$ cat config.mk
export PLATFORM = sky130hd
export DESIGN_NAME = gen3_packet_assembler
export DESIGN_NICKNAME = d
export VERILOG_FILES = /design/src/rtl/gen3_pkt_pkg.sv /design/src/rtl/gen3_desc_fifo.sv /design/src/rtl/gen3_packet_assembler.sv
export SDC_FILE = /design/constraint.sdc
export NUM_CORES = 1
export LEC_CHECK = 0
export BUFFER_PORTS_ARGS = -buffer_cell sky130_fd_sc_hd__buf_2
export CAP_MARGIN = 40
export CORE_MARGIN = 2
export CORE_UTILIZATION = 54
export CTS_BUF_LIST = sky130_fd_sc_hd__clkbuf_8
export CTS_CLUSTER_SIZE = 10
export DETAILED_ROUTE_END_ITERATION = 8
export PLACE_DENSITY = 0.7
export SYNTH_ARGS = -nofsm -noshare
export SYNTH_HDL_FRONTEND = slang
export SYNTH_SLANG_ARGS = --single-unit
$ cat constraint.sdc
create_clock -name clk -period 4.19 [get_ports clk]
set_input_delay 0.419 -clock clk [delete_from_list [all_inputs] [get_ports clk]]
set_output_delay 0.419 -clock clk [all_outputs]
set_load 0.01 [all_outputs]
$ cat src/rtl/gen3_pkt_pkg.sv
// Shared constants and types for the Gen3 packet assembler.
package gen3_pkt_pkg;

    // One-hot byte classification codes from the framing checker.
    localparam logic [5:0] T_DATA      = 6'b100000;
    localparam logic [5:0] T_TLPSTART  = 6'b010000;
    localparam logic [5:0] T_TLPEND    = 6'b001000;
    localparam logic [5:0] T_DLLPEND   = 6'b000100;
    localparam logic [5:0] T_DLLPSTART = 6'b000010;
    localparam logic [5:0] T_TLPEDB    = 6'b000001;

    // Write-side FSM encodings.
    localparam logic [1:0] W_IDLE    = 2'd0;
    localparam logic [1:0] W_TLP     = 2'd1;
    localparam logic [1:0] W_DLLP    = 2'd2;
    localparam logic [1:0] W_DISCARD = 2'd3;

    // Read-side FSM encodings.
    localparam logic [0:0] R_IDLE = 1'b0;
    localparam logic [0:0] R_SEND = 1'b1;

    // Largest packet the descriptor length field can describe.
    localparam int unsigned PKT_MAX_LEN = 32;
    localparam int unsigned LEN_W       = $clog2(PKT_MAX_LEN + 1);

    // Committed-packet descriptor.
    typedef struct packed {
        logic             is_dllp;
        logic [LEN_W-1:0] len;
    } desc_t;

endpackage

$ cat src/rtl/gen3_desc_fifo.sv
// Small synchronous FIFO holding committed-packet descriptors (first-word fall-through).
module gen3_desc_fifo #(
    parameter int unsigned DEPTH = 4,
    parameter int unsigned WIDTH = 7
) (
    input  logic             clk,
    input  logic             rst_n,
    input  logic             push,
    input  logic [WIDTH-1:0] push_data,
    input  logic             pop,
    output logic [WIDTH-1:0] rd_data_c,
    output logic             full_c,
    output logic             empty_c
);

    localparam int unsigned AW = $clog2(DEPTH);
    localparam int unsigned PW = AW + 1;

    logic [WIDTH-1:0] mem [DEPTH];
    logic [PW-1:0]    wr_ptr_q, wr_ptr_d;
    logic [PW-1:0]    rd_ptr_q, rd_ptr_d;
    logic             do_push;
    logic             do_pop;

    // Status flags and next pointers; extra MSB separates full from empty.
    always_comb begin
        empty_c  = (wr_ptr_q == rd_ptr_q);
        full_c   = (wr_ptr_q[AW] != rd_ptr_q[AW]) && (wr_ptr_q[AW-1:0] == rd_ptr_q[AW-1:0]);
        do_push  = push && !full_c;
        do_pop   = pop && !empty_c;
        wr_ptr_d = do_push ? wr_ptr_q + PW'(1) : wr_ptr_q;
        rd_ptr_d = do_pop  ? rd_ptr_q + PW'(1) : rd_ptr_q;
        rd_data_c = mem[rd_ptr_q[AW-1:0]];
    end

    // Pointer registers.
    always_ff @(posedge clk or negedge rst_n) begin
        if (!rst_n) begin
            wr_ptr_q <= '0;
            rd_ptr_q <= '0;
        end else begin
            wr_ptr_q <= wr_ptr_d;
            rd_ptr_q <= rd_ptr_d;
        end
    end

    // Descriptor storage.
    always_ff @(posedge clk) begin
        if (do_push) mem[wr_ptr_q[AW-1:0]] <= push_data;
    end

endmodule

$ cat src/rtl/gen3_packet_assembler.sv
// Buffers framed TLP/DLLP payloads, commits on a good end marker and replays
// committed packets byte-serially. MAX_LEN must not exceed PKT_MAX_LEN.
module gen3_packet_assembler
    import gen3_pkt_pkg::*;
#(
    parameter int unsigned BUF_DEPTH  = 64,
    parameter int unsigned DESC_DEPTH = 4,
    parameter int unsigned MAX_LEN    = PKT_MAX_LEN
) (
    input  logic       clk,
    input  logic       reset_n,
    input  logic       in_valid,
    input  logic [7:0] in_data,
    input  logic [5:0] in_type,
    output logic       out_valid,
    input  logic       out_ready,
    output logic [7:0] out_data,
    output logic       out_sop,
    output logic       out_eop,
    output logic       out_is_dllp,
    output logic [7:0] nullify_count,
    output logic [7:0] drop_count
);

    localparam int unsigned AW = $clog2(BUF_DEPTH);
    localparam int unsigned PW = AW + 1;

    logic [7:0]       mem [BUF_DEPTH];

    logic [1:0]       wstate_q, wstate_d;
    logic [PW-1:0]    wr_tmp_q, wr_tmp_d, wr_commit_q, wr_commit_d;
    logic [LEN_W-1:0] len_q, len_d;
    logic             push_q, push_d;
    desc_t            push_data_q, push_data_d;
    logic [7:0]       drop_q, drop_d, null_q, null_d;
    logic             mem_we;

    logic [0:0]       rstate_q, rstate_d;
    logic [PW-1:0]    rd_ptr_q, rd_ptr_d;
    logic [LEN_W-1:0] remaining_q, remaining_d;
    logic             kind_q, kind_d, first_q, first_d;
    logic             pop;
    logic             send;

    logic             out_valid_q, out_valid_d, out_sop_q, out_sop_d;
    logic             out_eop_q, out_eop_d, out_is_dllp_q, out_is_dllp_d;
    logic [7:0]       out_data_q, out_data_d;

    desc_t            desc_rd;
    logic             desc_full_c, desc_empty_c;

    logic             is_data, is_start, is_edb, is_tlpend, is_dllpend;
    logic             in_pkt, match_end, buf_full, desc_blocked, drop_inc, null_inc;

    // Input classification; anything that is not an exact one-hot code is ignored.
    always_comb begin
        is_data    = in_valid && (in_type == T_DATA);
        is_start   = in_valid && ((in_type == T_TLPSTART) || (in_type == T_DLLPSTART));
        is_edb     = in_valid && (in_type == T_TLPEDB);
        is_tlpend  = in_valid && (in_type == T_TLPEND);
        is_dllpend = in_valid && (in_type == T_DLLPEND);
    end

    // Write FSM: stage payload at wr_tmp, advance wr_commit only on a good end.
    always_comb begin
        wstate_d     = wstate_q;
        wr_tmp_d     = wr_tmp_q;
        wr_commit_d  = wr_commit_q;
        len_d        = len_q;
        push_d       = 1'b0;
        push_data_d  = push_data_q;
        mem_we       = 1'b0;
        drop_inc     = 1'b0;
        null_inc     = 1'b0;
        in_pkt       = (wstate_q == W_TLP) || (wstate_q == W_DLLP);
        match_end    = ((wstate_q == W_TLP) && is_tlpend) || ((wstate_q == W_DLLP) && is_dllpend);
        buf_full     = ((wr_tmp_q - rd_ptr_q) == PW'(BUF_DEPTH));
        // A descriptor still in flight to the FIFO counts as occupying a slot.
        desc_blocked = desc_full_c || push_q;

        if (is_start) begin
            drop_inc = in_pkt;
            wstate_d = (in_type == T_TLPSTART) ? W_TLP : W_DLLP;
            wr_tmp_d = wr_commit_q;
            len_d    = '0;
        end else if (in_pkt) begin
            if (is_data) begin
                if ((len_q < LEN_W'(MAX_LEN)) && !buf_full) begin
                    mem_we   = 1'b1;
                    wr_tmp_d = wr_tmp_q + PW'(1);
                    len_d    = len_q + LEN_W'(1);
                end else begin
                    drop_inc = 1'b1;
                    wstate_d = W_DISCARD;
                end
            end else if (match_end) begin
                wstate_d = W_IDLE;
                if ((len_q != '0) && !desc_blocked) begin
                    push_d      = 1'b1;
                    push_data_d = '{is_dllp: (wstate_q == W_DLLP), len: len_q};
                    wr_commit_d = wr_tmp_q;
                end else begin
                    drop_inc = 1'b1;
                    wr_tmp_d = wr_commit_q;
                end
            end else if (is_edb || is_tlpend || is_dllpend) begin
                null_inc = is_edb && (wstate_q == W_TLP);
                drop_inc = !(is_edb && (wstate_q == W_TLP));
                wstate_d = W_IDLE;
                wr_tmp_d = wr_commit_q;
            end
        end else if (wstate_q == W_DISCARD) begin
            if (is_edb || is_tlpend || is_dllpend) begin
                wstate_d = W_IDLE;
                wr_tmp_d = wr_commit_q;
            end
        end

        drop_d = (drop_inc && (drop_q != 8'hFF)) ? drop_q + 8'd1 : drop_q;
        null_d = (null_inc && (null_q != 8'hFF)) ? null_q + 8'd1 : null_q;
    end

    // Read FSM and registered output stage.
    always_comb begin
        rstate_d    = rstate_q;
        rd_ptr_d    = rd_ptr_q;
        remaining_d = remaining_q;
        kind_d      = kind_q;
        first_d     = first_q;
        pop         = 1'b0;

        if (rstate_q == R_IDLE) begin
            if (!desc_empty_c) begin
                rstate_d    = R_SEND;
                remaining_d = desc_rd.len;
                kind_d      = desc_rd.is_dllp;
                first_d     = 1'b1;
            end
        end else if (out_valid_q && out_ready) begin
            rd_ptr_d    = rd_ptr_q + PW'(1);
            remaining_d = remaining_q - LEN_W'(1);
            first_d     = 1'b0;
            if (remaining_q == LEN_W'(1)) begin
                pop      = 1'b1;
                rstate_d = R_IDLE;
            end
        end

        send          = (rstate_d == R_SEND);
        out_valid_d   = send;
        out_data_d    = send ? mem[rd_ptr_d[AW-1:0]] : 8'h00;
        out_sop_d     = send && first_d;
        out_eop_d     = send && (remaining_d == LEN_W'(1));
        out_is_dllp_d = send && kind_d;
    end

    // State, pointer, counter and output registers.
    always_ff @(posedge clk or negedge reset_n) begin
        if (!reset_n) begin
            wstate_q      <= W_IDLE;
            wr_tmp_q      <= '0;
            wr_commit_q   <= '0;
            len_q         <= '0;
            push_q        <= 1'b0;
            push_data_q   <= '0;
            drop_q        <= '0;
            null_q        <= '0;
            rstate_q      <= R_IDLE;
            rd_ptr_q      <= '0;
            remaining_q   <= '0;
            kind_q        <= 1'b0;
            first_q       <= 1'b0;
            out_valid_q   <= 1'b0;
            out_data_q    <= '0;
            out_sop_q     <= 1'b0;
            out_eop_q     <= 1'b0;
            out_is_dllp_q <= 1'b0;
        end else begin
            wstate_q      <= wstate_d;
            wr_tmp_q      <= wr_tmp_d;
            wr_commit_q   <= wr_commit_d;
            len_q         <= len_d;
            push_q        <= push_d;
            push_data_q   <= push_data_d;
            drop_q        <= drop_d;
            null_q        <= null_d;
            rstate_q      <= rstate_d;
            rd_ptr_q      <= rd_ptr_d;
            remaining_q   <= remaining_d;
            kind_q        <= kind_d;
            first_q       <= first_d;
            out_valid_q   <= out_valid_d;
            out_data_q    <= out_data_d;
            out_sop_q     <= out_sop_d;
            out_eop_q     <= out_eop_d;
            out_is_dllp_q <= out_is_dllp_d;
        end
    end

    // Payload RAM write port.
    always_ff @(posedge clk) begin
        if (mem_we) mem[wr_tmp_q[AW-1:0]] <= in_data;
    end

    gen3_desc_fifo #(
        .DEPTH (DESC_DEPTH),
        .WIDTH ($bits(desc_t))
    ) u_desc_fifo (
        .clk       (clk),
        .rst_n     (reset_n),
        .push      (push_q),
        .push_data (push_data_q),
        .pop       (pop),
        .rd_data_c (desc_rd),
        .full_c    (desc_full_c),
        .empty_c   (desc_empty_c)
    );

    assign out_valid     = out_valid_q;
    assign out_data      = out_data_q;
    assign out_sop       = out_sop_q;
    assign out_eop       = out_eop_q;
    assign out_is_dllp   = out_is_dllp_q;
    assign nullify_count = null_q;
    assign drop_count    = drop_q;

endmodule

==> results of run 1 <==
-- worst max-delay path: cells and delay by family, from the launching register on --
kind	cells	cell delay (ns)
compound gates	4	1.21
simple gates	2	0.95
flops	1	0.48
mux	1	0.20
buf+inv	2	0.76
-- per-stage QoR --
stage | total power [mW] | setup slack [ns] | util (%) | hold slack [ns] | instances
final | 18.3 | 0.451 | 61.6 | 0.0651 | 2617
after global placement | 13.2 | 0.502 | 57.5 | 0.464 | 2435
after CTS | 18.4 | 0.494 | 61.6 | 0.0211 | 2616
after detailed placement | 13.3 | 0.528 | 57.6 | 0.471 | 2436
after floorplan | 11.3 | 0.871 | - | 0.123 | 1793
after global routing | 19.1 | 0.147 | 61.6 | 0.0722 | 2617
-- worst paths after layout --
| kind | endpoint | slack, ns |
|---|---|---|
| hold / removal | wstate_q[0]$_DFFE_PN0P_ | 0.07 |
| max in group asynchronous | rd_ptr_q[3]$_DFF_PN0_ | 2.92 |
| setup reg to reg | out_data[4]$_DFF_PN0_ | 0.45 |
| hold reg to reg | u_desc_fifo.wr_ptr_q[2]$_DFFE_PN0P_ | 0.49 |
| setup / recovery | out_data[4]$_DFF_PN0_ | 0.45 |
| min in group asynchronous | drop_count[4]$_DFFE_PN0P_ | 0.33 |
-- per-layer routing --
metal,global-route usage [%],share of wire [%]
met1,34.8,40
met2,40.4,47
met3,5.79,8.7
met4,11.7,3.9
met5,0,0.042
-- power groups by stage --
stage	registers (mW)	clock network (mW)	logic (mW)
2_1_floorplan	7.08	0	4.26
3_3_place_gp	7.15	0	6.03
3_5_place_dp	7.16	0	6.17
4_1_cts	7.03	5.14	6.19
5_1_grt	7.05	5.38	6.66
6_report	7.04	5.06	6.24
-- layout by cell type, fill, tap and decap left out, drive strengths merged, types with 11 or more instances in the layout --
cell,synthesis,routed
and3,21,21
a21o,13,13
nand4,12,12
a32oi,58,58
dfrtp,79,79
xnor2,25,25
clkbuf,33,108
a21oi,17,17
nand2,302,302
edfxtp,540,540
a32o,12,12
buf,67,128
nand3,77,77
xor2,11,11
o211ai,11,11
ha,22,22
mux2i,98,98
o21ai,38,38
clkinv,2,32
nor2,92,92
a211oi,11,11
inv,28,63
mux4,58,58
a31oi,27,27
-- layout make-up --
type | count | area (um^2) | area share, %
clock buffers | 107 | 1470 | 4.99
clock inverters | 72 | 465 | 1.58
inverters | 30 | 120 | 0.407
multi-input cells | 1044 | 7540 | 25.6
flip-flops and latches | 619 | 18200 | 61.7
well taps | 615 | 769 | 2.61
repair buffers | 130 | 928 | 3.15
-- registers in the layout, summed over array words and instances, names as in the netlist, 2 cells and up --
signal,cells
push_data_q,7
nullify_count,8
drop_count,8
out_data,8
wr_commit_q,7
wstate_q,2
wr_tmp_q,7
rd_ptr_q,7
remaining_q,6
len_q,6
u_desc_fifo.wr_ptr_q,3
u_desc_fifo.mem,28
u_desc_fifo.rd_ptr_q,3
mem,512
-- cells by family after synthesis --
group,count (synthesis)
xor+xnor,36
buf+inv,130
flops,619
compound gates,245
fa+ha+maj,22
simple gates,578
mux,163
==> out/qor.txt, run 1 <==
Outcome: finished, final reports clean
VDD IR-drop max: 0.000495 V
PD cells: 622 mW/mm^2
P_int: 11.9 mW
Final Cell Area: 0.0295 mm^2
Sequential share of power: 38.4%
Post-DP HPWL: 39800 um
Top cells by area, synth: edfxtp_1 62%, dfrtp_1 7.5%, mux4_2 5.0%, nand2_1 4.3%, mux2i_1 3.7%
Final Wtd Congestion: 0.921
Die height: 225 um
Core Area: 0.0478 mm^2
Nets@finish: 1965
Commonest cells post-synth: 540 x edfxtp_1, 300 x nand2_1, 98 x mux2i_1, 90 x nor2_1, 79 x dfrtp_1
Post-Synthesis Cells: 1793
Worst-margin pin slew: 0.963 ns
Count of different cell masters after synthesis: 76
Sum Neg Setup Slack: 0 ns
H-tree Lvls: 3
Period utilization: 89.2%
Number of top-level pins: 46
First-pass GRT wire length: 96200 um
Resized Gates After CTS: 0
Synth Cell Area: 0.0263 mm^2
Syn Area/Cell: 14.6 um^2
Synth Area in Adders: 1.05%
# hold bufs at CTS: 1
Post-synth EDFFs: 540
Ys Warns: 0
Root buffer cell: clkbuf_8
Die Wd: 225 um
Net Sw Frac: 35.1%
Critical path type: flop to flop
Synth Area in XOR/XNOR: 1.27%
Post-Route Skew: 0.0425 ns
Final Hold Fails: 0
Initial core utilization: 54.9%
Wire length per cell: 24.5 um
Min Tclk post-route: 3.74 ns
Beginning of the critical path: rd_ptr_q[0]$_DFF_PN0_
Worst flop-to-flop path startpoint: rd_ptr_q[0]$_DFF_PN0_
Post-synthesis register bit count: 619
Final Max Tran Viols: 0
Antenna diode count: 0
Number of DRC markers in iteration 0: 1783
Clk_lat worst skew: 0.69 ns
Max clock buf depth: 3
# setup viols final: 0
Synth area leader: edfxtp_1
Top-count cell post-synth: edfxtp_1
Final ANT Viol Nets: 0
Syn-to-layout area delta: 12.3%
Comb power frac: 34.0%
Mux contribution to synthesized area: 9.02%
Simple-gate share of the synthesized area: 9.98%
Top_reg_cell synth: edfxtp_1
CP cell instances: buf_4, a21boi_1, nor2_4, inv_8, mux2i_1, a32oi_1, a31oi_1, nor4_1, o32a_1
Worst hold path type: primary input to flop
Relative max-transition margin: 35.2%
Total wire length: 64000 um
Clk network pwr share: 27.6%
Largest family of logic cells by synthesized area: simple AND/OR/NAND/NOR gates
Antenna violations before repair: 2
Compound-Gate Fraction of Synth Area: 7.14%
Port bufs: 45
Vias per Instance: 6.17
Max cap viols: 0
Crit path max fanout: 80
Static leakage: 10.5 nW
Max incr delay on CP: 0.81 ns
Net Sw Power: 6.44 mW
WHS Path Cells: 3
Slowest-stage cell, CP: nor4_1
Placed Area: 0.0275 mm^2
Top-area cell type share of the netlist area: 61.7%
Fmax: 267 MHz
Required @ worst endpoint: 4.82 ns
Sequential share of the synthesized area: 69.3%
Fillers: 3577
Pin count of the biggest net entering global routing: 115
RSZ-0062 raised after global routing: false
CP Launch Type: flop
Reg2Reg Depth: 9
Clock sink count: 619
Syn Nets: 1833
CTS tree: done
Vias in the first global route: 16000
GR Util All Layers: 25.7%
Postcts setup bufs: 0
DRT Pass-1 Iters: 6
Asr flop ratio synth: 12.8%
Vias: 16100
GRT overflow: 0
Number of CTS-inserted buffers: 100
Worst EP arrival: 4.36 ns
Rows: 80
CP Capture Type: flop
DRC violations left: 0
Share of cells above drive strength 1: 17.6%
HP Start: in_valid
Die area: 0.0504 mm^2
CTS clk-pin slew, worst paths: 0.06 ns
(Power assumes the default switching activity.)
==> inputs of run 2 (changes only) <==
--- a/config.mk
+++ b/config.mk
@@ -5,6 +5,7 @@
 export SDC_FILE = /design/constraint.sdc
 export NUM_CORES = 1
 export LEC_CHECK = 0
+export ABC_AREA = 1
 export BUFFER_PORTS_ARGS = -buffer_cell sky130_fd_sc_hd__buf_2
 export CAP_MARGIN = 40
 export CORE_MARGIN = 2
==> out/qor.txt, run 2 <==
Final Hold Fails: 0
Count of different cell masters after synthesis: 38
Crit path max fanout: 14
Post-synthesis register bit count: 619
DRT Pass-1 Iters: 6
Rows: 80
Initial core utilization: 54.8%
Number of DRC markers in iteration 0: 2122
Worst EP arrival: 3.89 ns
Final Max Tran Viols: 0
Fmax: 278 MHz
Worst hold path type: primary input to flop
CTS tree: done
Static leakage: 10.8 nW
Number of top-level pins: 46
VDD IR-drop max: 0.000468 V
Core Area: 0.0479 mm^2
Max reg flops: 512
CP Capture Type: flop
Vias per Instance: 5.84
WHS Path Cells: 1
Die Wd: 225 um
Ys Warns: 0
Number of CTS-inserted buffers: 95
Grt met1 use: 36.6%
# setup viols final: 0
RSZ-0062 raised after global routing: false
First-pass GRT wire length: 99600 um
Vias in the first global route: 17400
Antenna diode count: 0
H-tree Lvls: 3
Relative max-transition margin: 39.8%
Slowest-stage cell, CP: nor2_1
Post-synth EDFFs: 540
Outcome: finished, final reports clean
Sequential share of the synthesized area: 69.2%
Sum Neg Setup Slack: 0 ns
CTS clk-pin slew, worst paths: 0.07 ns
Port bufs: 45
Post-DP HPWL: 40300 um
Max incr delay on CP: 0.66 ns
Met3 usage in global routing: 5.28%
Max clock buf depth: 3
Required @ worst endpoint: 4.48 ns
Wire length per cell: 21.0 um
Post-Synthesis Cells: 2375
Utilization after layout: 60.4%
Worst Path Buf+Inv: 2
Nets@finish: 2461
Antenna violations before repair: 0
CP cell instances: inv_1, ha_1, nor2_1, o21ai_0, nand3_1, nand2_1, nand2_1, a21oi_1, nand2_2, inv_2, nand4_2, nor2_1
# hold bufs at CTS: 1
Crit path max-delay family: simple AND/OR/NAND/NOR gates
Top cells by area, synth: edfxtp_1 62%, nand3_1 11%, nand2_1 9.2%, dfrtp_1 7.5%, nor2_1 2.1%
Pin count of the biggest net entering global routing: 129
Commonest cells post-synth: 641 x nand2_1, 574 x nand3_1, 540 x edfxtp_1, 149 x nor2_1, 86 x inv_1
Grt met2 use: 42.0%
Clk_lat worst skew: 0.68 ns
Final Wtd Congestion: 0.919
Vias: 18200
Postcts setup bufs: 0
Syn Area/Cell: 11.1 um^2
Reg2Reg Depth: 12
Period utilization: 86.0%
Syn Nets: 2415
Synth Cell Area: 0.0263 mm^2
Commonest cells after routing, fill and taps aside: 638 x nand2_1, 574 x nand3_1, 540 x edfxtp_1, 149 x nor2_1, 117 x inv_1
Top-area cell type share of the netlist area: 61.7%
Top-count cell post-synth: nand2_1
Post-Route Skew: 0.0354 ns
PD cells: 597 mW/mm^2
CP Depth: 12
GR Util All Layers: 26.3%
Top_reg_cell synth: edfxtp_1
Clock sink count: 619
Final ANT Viol Nets: 0
Syn-to-layout area delta: 10.1%
Die height: 225 um
Critical path type: flop to flop
Worst-margin pin slew: 0.902 ns
Min Tclk post-route: 3.60 ns
Most common cell after layout, fill and taps aside: nand2_1
Share of cells above drive strength 1: 9.08%
DRC violations left: 0
Total wire length: 65400 um
Die area: 0.0505 mm^2
Synth area leader: edfxtp_1
Max cap viols: 0
Resized Gates After CTS: 0
GRT overflow: 0
GR peak layer: met2
Root buffer cell: clkbuf_8
Asr flop ratio synth: 12.8%
CP Launch Type: flop
==> run 2: worst register-to-register path, cell delays in order (launching register included) <==
cell and delay [ns]:
dfrtp_1 0.45, inv_1 0.23, ha_1 0.21, nor2_1 0.05, o21ai_0 0.23, nand3_1 0.11, nand2_1 0.07, nand2_1 0.07
a21oi_1 0.23, nand2_2 0.17, inv_2 0.35, nand4_2 0.39, nor2_1 0.66
==> run 2: path summary, 6_finish.rpt <==
kind / from / endpoint / slack [ns]
worst max-delay path: wr_tmp_q[0]$_DFFE_PN0P_ / mem[13][7]$_DFFE_PP_ / 0.59
worst min-delay path: in_data[5] / mem[24][5]$_DFFE_PP_ / 0.12
worst max register to register: wr_tmp_q[0]$_DFFE_PN0P_ / mem[13][7]$_DFFE_PP_ / 0.59
worst min register to register: u_desc_fifo.rd_ptr_q[2]$_DFFE_PN0P_ / u_desc_fifo.rd_ptr_q[2]$_DFFE_PN0P_ / 0.50
max in group asynchronous: reset_n / rd_ptr_q[6]$_DFFE_PN0P_ / 2.95
min in group asynchronous: reset_n / nullify_count[7]$_DFFE_PN0P_ / 0.32
==> run 2: cell type report <==
class | instances | area, um^2
clock buffer | 106 | 1460
clock inverter | 69 | 395
fill | 3824 | 19000
inverter | 91 | 342
multi-input combinational | 1543 | 7230
sequential | 619 | 18200
tap | 615 | 769
timing repair buffer | 71 | 551
==> run 2: kinds of logic (layout without fill, tap and decap cells) <==
logic type                 count (synthesis)  count (layout)  synth area share, %
and+or+nand+nor                         1401            1401                 23.2
DFF                                      619             619                 69.2
buffers and inverters                    213             337                 3.47
AOI/OAI and AO/OA                         88              88                 1.89
xor gates and xnor gates                  30              30                 1.10
adders and majority gates                 22              22                 1.05
muxes                                      2               2               0.0809
==> run 2: where the power goes <==
group	internal, mW	switching [mW]
Combinational	1.54	3.75
Clock	2.57	2.30
Sequential	6.89	0.225
==> run 2: through the flow <==
step / cells / power [mW] / setup WS, ns / hold WS, ns / area [um^2]
floorplan: 2375 / 10.8 / 1.56 / 0.123 / 26300
global placement: 2934 / 12.3 / 0.770 / 0.475 / 27000
detailed placement: 2938 / 12.4 / 0.618 / 0.485 / 27100
CTS: 3114 / 17.2 / 0.593 / 0.0833 / 28900
global route: 3114 / 18.2 / 0.239 / 0.113 / 28900
finish: 3114 / 17.3 / 0.587 / 0.120 / 28900
==> run 2: layer usage <==
metal	share of wire, %	vias up
met3	9.0	111
met2	47	884
met4	2.3	0
met5	0	-
met1	42	8802
li1	-	8386
==> inputs of run 3 (changes only) <==
--- a/config.mk
+++ b/config.mk
@@ -14,6 +14,7 @@
 export CTS_CLUSTER_SIZE = 10
 export DETAILED_ROUTE_END_ITERATION = 8
 export PLACE_DENSITY = 0.7
+export REMOVE_ABC_BUFFERS = 1
 export SYNTH_ARGS = -nofsm -noshare
 export SYNTH_HDL_FRONTEND = slang
 export SYNTH_SLANG_ARGS = --single-unit
==> out/qor.txt, run 3 (synthesis gave the netlist of run 2 again) <==
Initial core utilization: 54.8%
Relative max-transition margin: 39.9%
CTS tree: done
Resized Gates After CTS: 0
Worst EP arrival: 3.92 ns
H-tree Lvls: 3
Max reg flops: 512
Wire length per cell: 20.9 um
Period utilization: 86.5%
Critical path type: flop to flop
Max clock buf depth: 3
Die Wd: 225 um
Share of cells above drive strength 1: 9.63%
Utilization after layout: 60.8%
Final Max Tran Viols: 0
Antenna diode count: 0
Antenna violations before repair: 0
PD cells: 597 mW/mm^2
Die area: 0.0505 mm^2
Net Sw Power: 6.32 mW
Worst Path Buf+Inv: 2
Final Hold Fails: 0
Final WS setup: 0.565 ns
Sequential share of power: 40.9%
Total wire length: 65300 um
Post-Route Skew: 0.0422 ns
Crit path max fanout: 14
Static leakage: 10.9 nW
VDD IR-drop max: 0.000403 V
Nets@finish: 2471
Hold Path Sink: mem[20][4]$_DFFE_PP_
Pin count of the biggest net entering global routing: 129
R2R setup slack: 0.56 ns
DRC violations left: 0
Die height: 225 um
Postcts setup bufs: 0
Worst-margin pin slew: 0.901 ns
First-pass GRT wire length: 101000 um
CP Capture Type: flop
HP Start: in_data[4]
Syn-to-layout area delta: 10.9%
Slowest-stage cell, CP: nor2_1
RSZ-0062 raised after global routing: false
Worst hold path type: primary input to flop
Number of CTS-inserted buffers: 98
Required @ worst endpoint: 4.48 ns
Min Tclk post-route: 3.63 ns
Dpl ws: 0.581 ns
Most common cell after layout, fill and taps aside: nand2_1
Vias per Instance: 5.80
Max cap viols: 0
Vias in the first global route: 17600
CP Launch Type: flop
Clk network pwr share: 28.7%
Rows: 80
GRT overflow: 0
WHS Path Cells: 1
GR Util All Layers: 26.5%
Post-DP HPWL: 40900 um
# setup viols final: 0
PnR Total Power: 17.4 mW
Port bufs: 45
# hold bufs at CTS: 1
Max incr delay on CP: 0.63 ns
CP Depth: 12
CP cell instances: ha_1, inv_1, nor2_1, o21ai_0, nand3_1, nand2_1, nand2_1, a21oi_1, nand2_2, inv_2, nand3_1, nor2_1
Core Area: 0.0479 mm^2
Worst R2R End: mem[59][2]$_DFFE_PP_
Vias: 18100
Net Sw Frac: 36.3%
Worst flop-to-flop path startpoint: wr_tmp_q[1]$_DFFE_PN0P_
CTS clk-pin slew, worst paths: 0.07 ns
Cell Count Post-Placement: 2945
Reg2Reg Depth: 12
P_int: 11.1 mW
Beginning of the critical path: wr_tmp_q[1]$_DFFE_PN0P_
Commonest cells after routing, fill and taps aside: 638 x nand2_1, 574 x nand3_1, 540 x edfxtp_1, 149 x nor2_1, 118 x inv_1
Fin cells: 3128
Number of top-level pins: 46
Crit path max-delay family: simple AND/OR/NAND/NOR gates
Outcome: finished, final reports clean
Root buffer cell: clkbuf_8
Final ANT Viol Nets: 0
Final Wtd Congestion: 0.904
Hold slack: 0.0966 ns
Fmax: 276 MHz
Comb power frac: 30.4%
Clock sink count: 619
Number of DRC markers in iteration 0: 2235
DRT Pass-1 Iters: 6
Clk_lat worst skew: 0.70 ns
-- run 3: power by group through the flow --
stage / sequential, mW / clock [mW] / combinational [mW]
detailed placement: 7.25 / 0 / 5.20
global route: 7.15 / 5.33 / 5.79
global placement: 7.24 / 0 / 5.11
floorplan: 7.20 / 0 / 3.57
finish: 7.13 / 5.00 / 5.30
CTS: 7.12 / 5.08 / 5.22
-- run 3: worst max path at each step --
stage	slack, ns	to
final	0.56	mem[59][2]$_DFFE_PP_
after global routing	0.25	mem[59][2]$_DFFE_PP_
after CTS	0.54	mem[57][2]$_DFFE_PP_
after detailed placement	0.58	mem[57][1]$_DFFE_PP_
after global placement	0.67	mem[57][1]$_DFFE_PP_
after floorplan	-1.88	out_data[6]$_DFF_PN0_
-- run 3: final cells by class --
| class | instances | area (um^2) |
|---|---|---|
| clock inverter | 73 | 454 |
| multi-input combinational | 1543 | 7230 |
| inverter | 91 | 342 |
| tap | 615 | 769 |
| timing repair buffer | 78 | 676 |
| sequential | 619 | 18200 |
| fill | 3745 | 18800 |
| clock buffer | 109 | 1500 |
-- run 3: per-stage QoR --
step           TNS (ns)  instance area (um^2)
3_3_place_gp          0                 27000
6_report              0                 29200
4_1_cts               0                 29200
2_1_floorplan    -15.06                 25700
5_1_grt               0                 29200
3_5_place_dp          0                 27200
-- run 3: per-layer routing --
metal	vias to the layer above	routed length (um)	part of all wire [%]	GRT usage, %
met4	0	2330	3.6	10.6
met2	922	30100	46	41.7
met3	156	5590	8.6	4.69
li1	8411	-	-	-
met1	8659	27200	42	37.1
met5	-	0	0	0
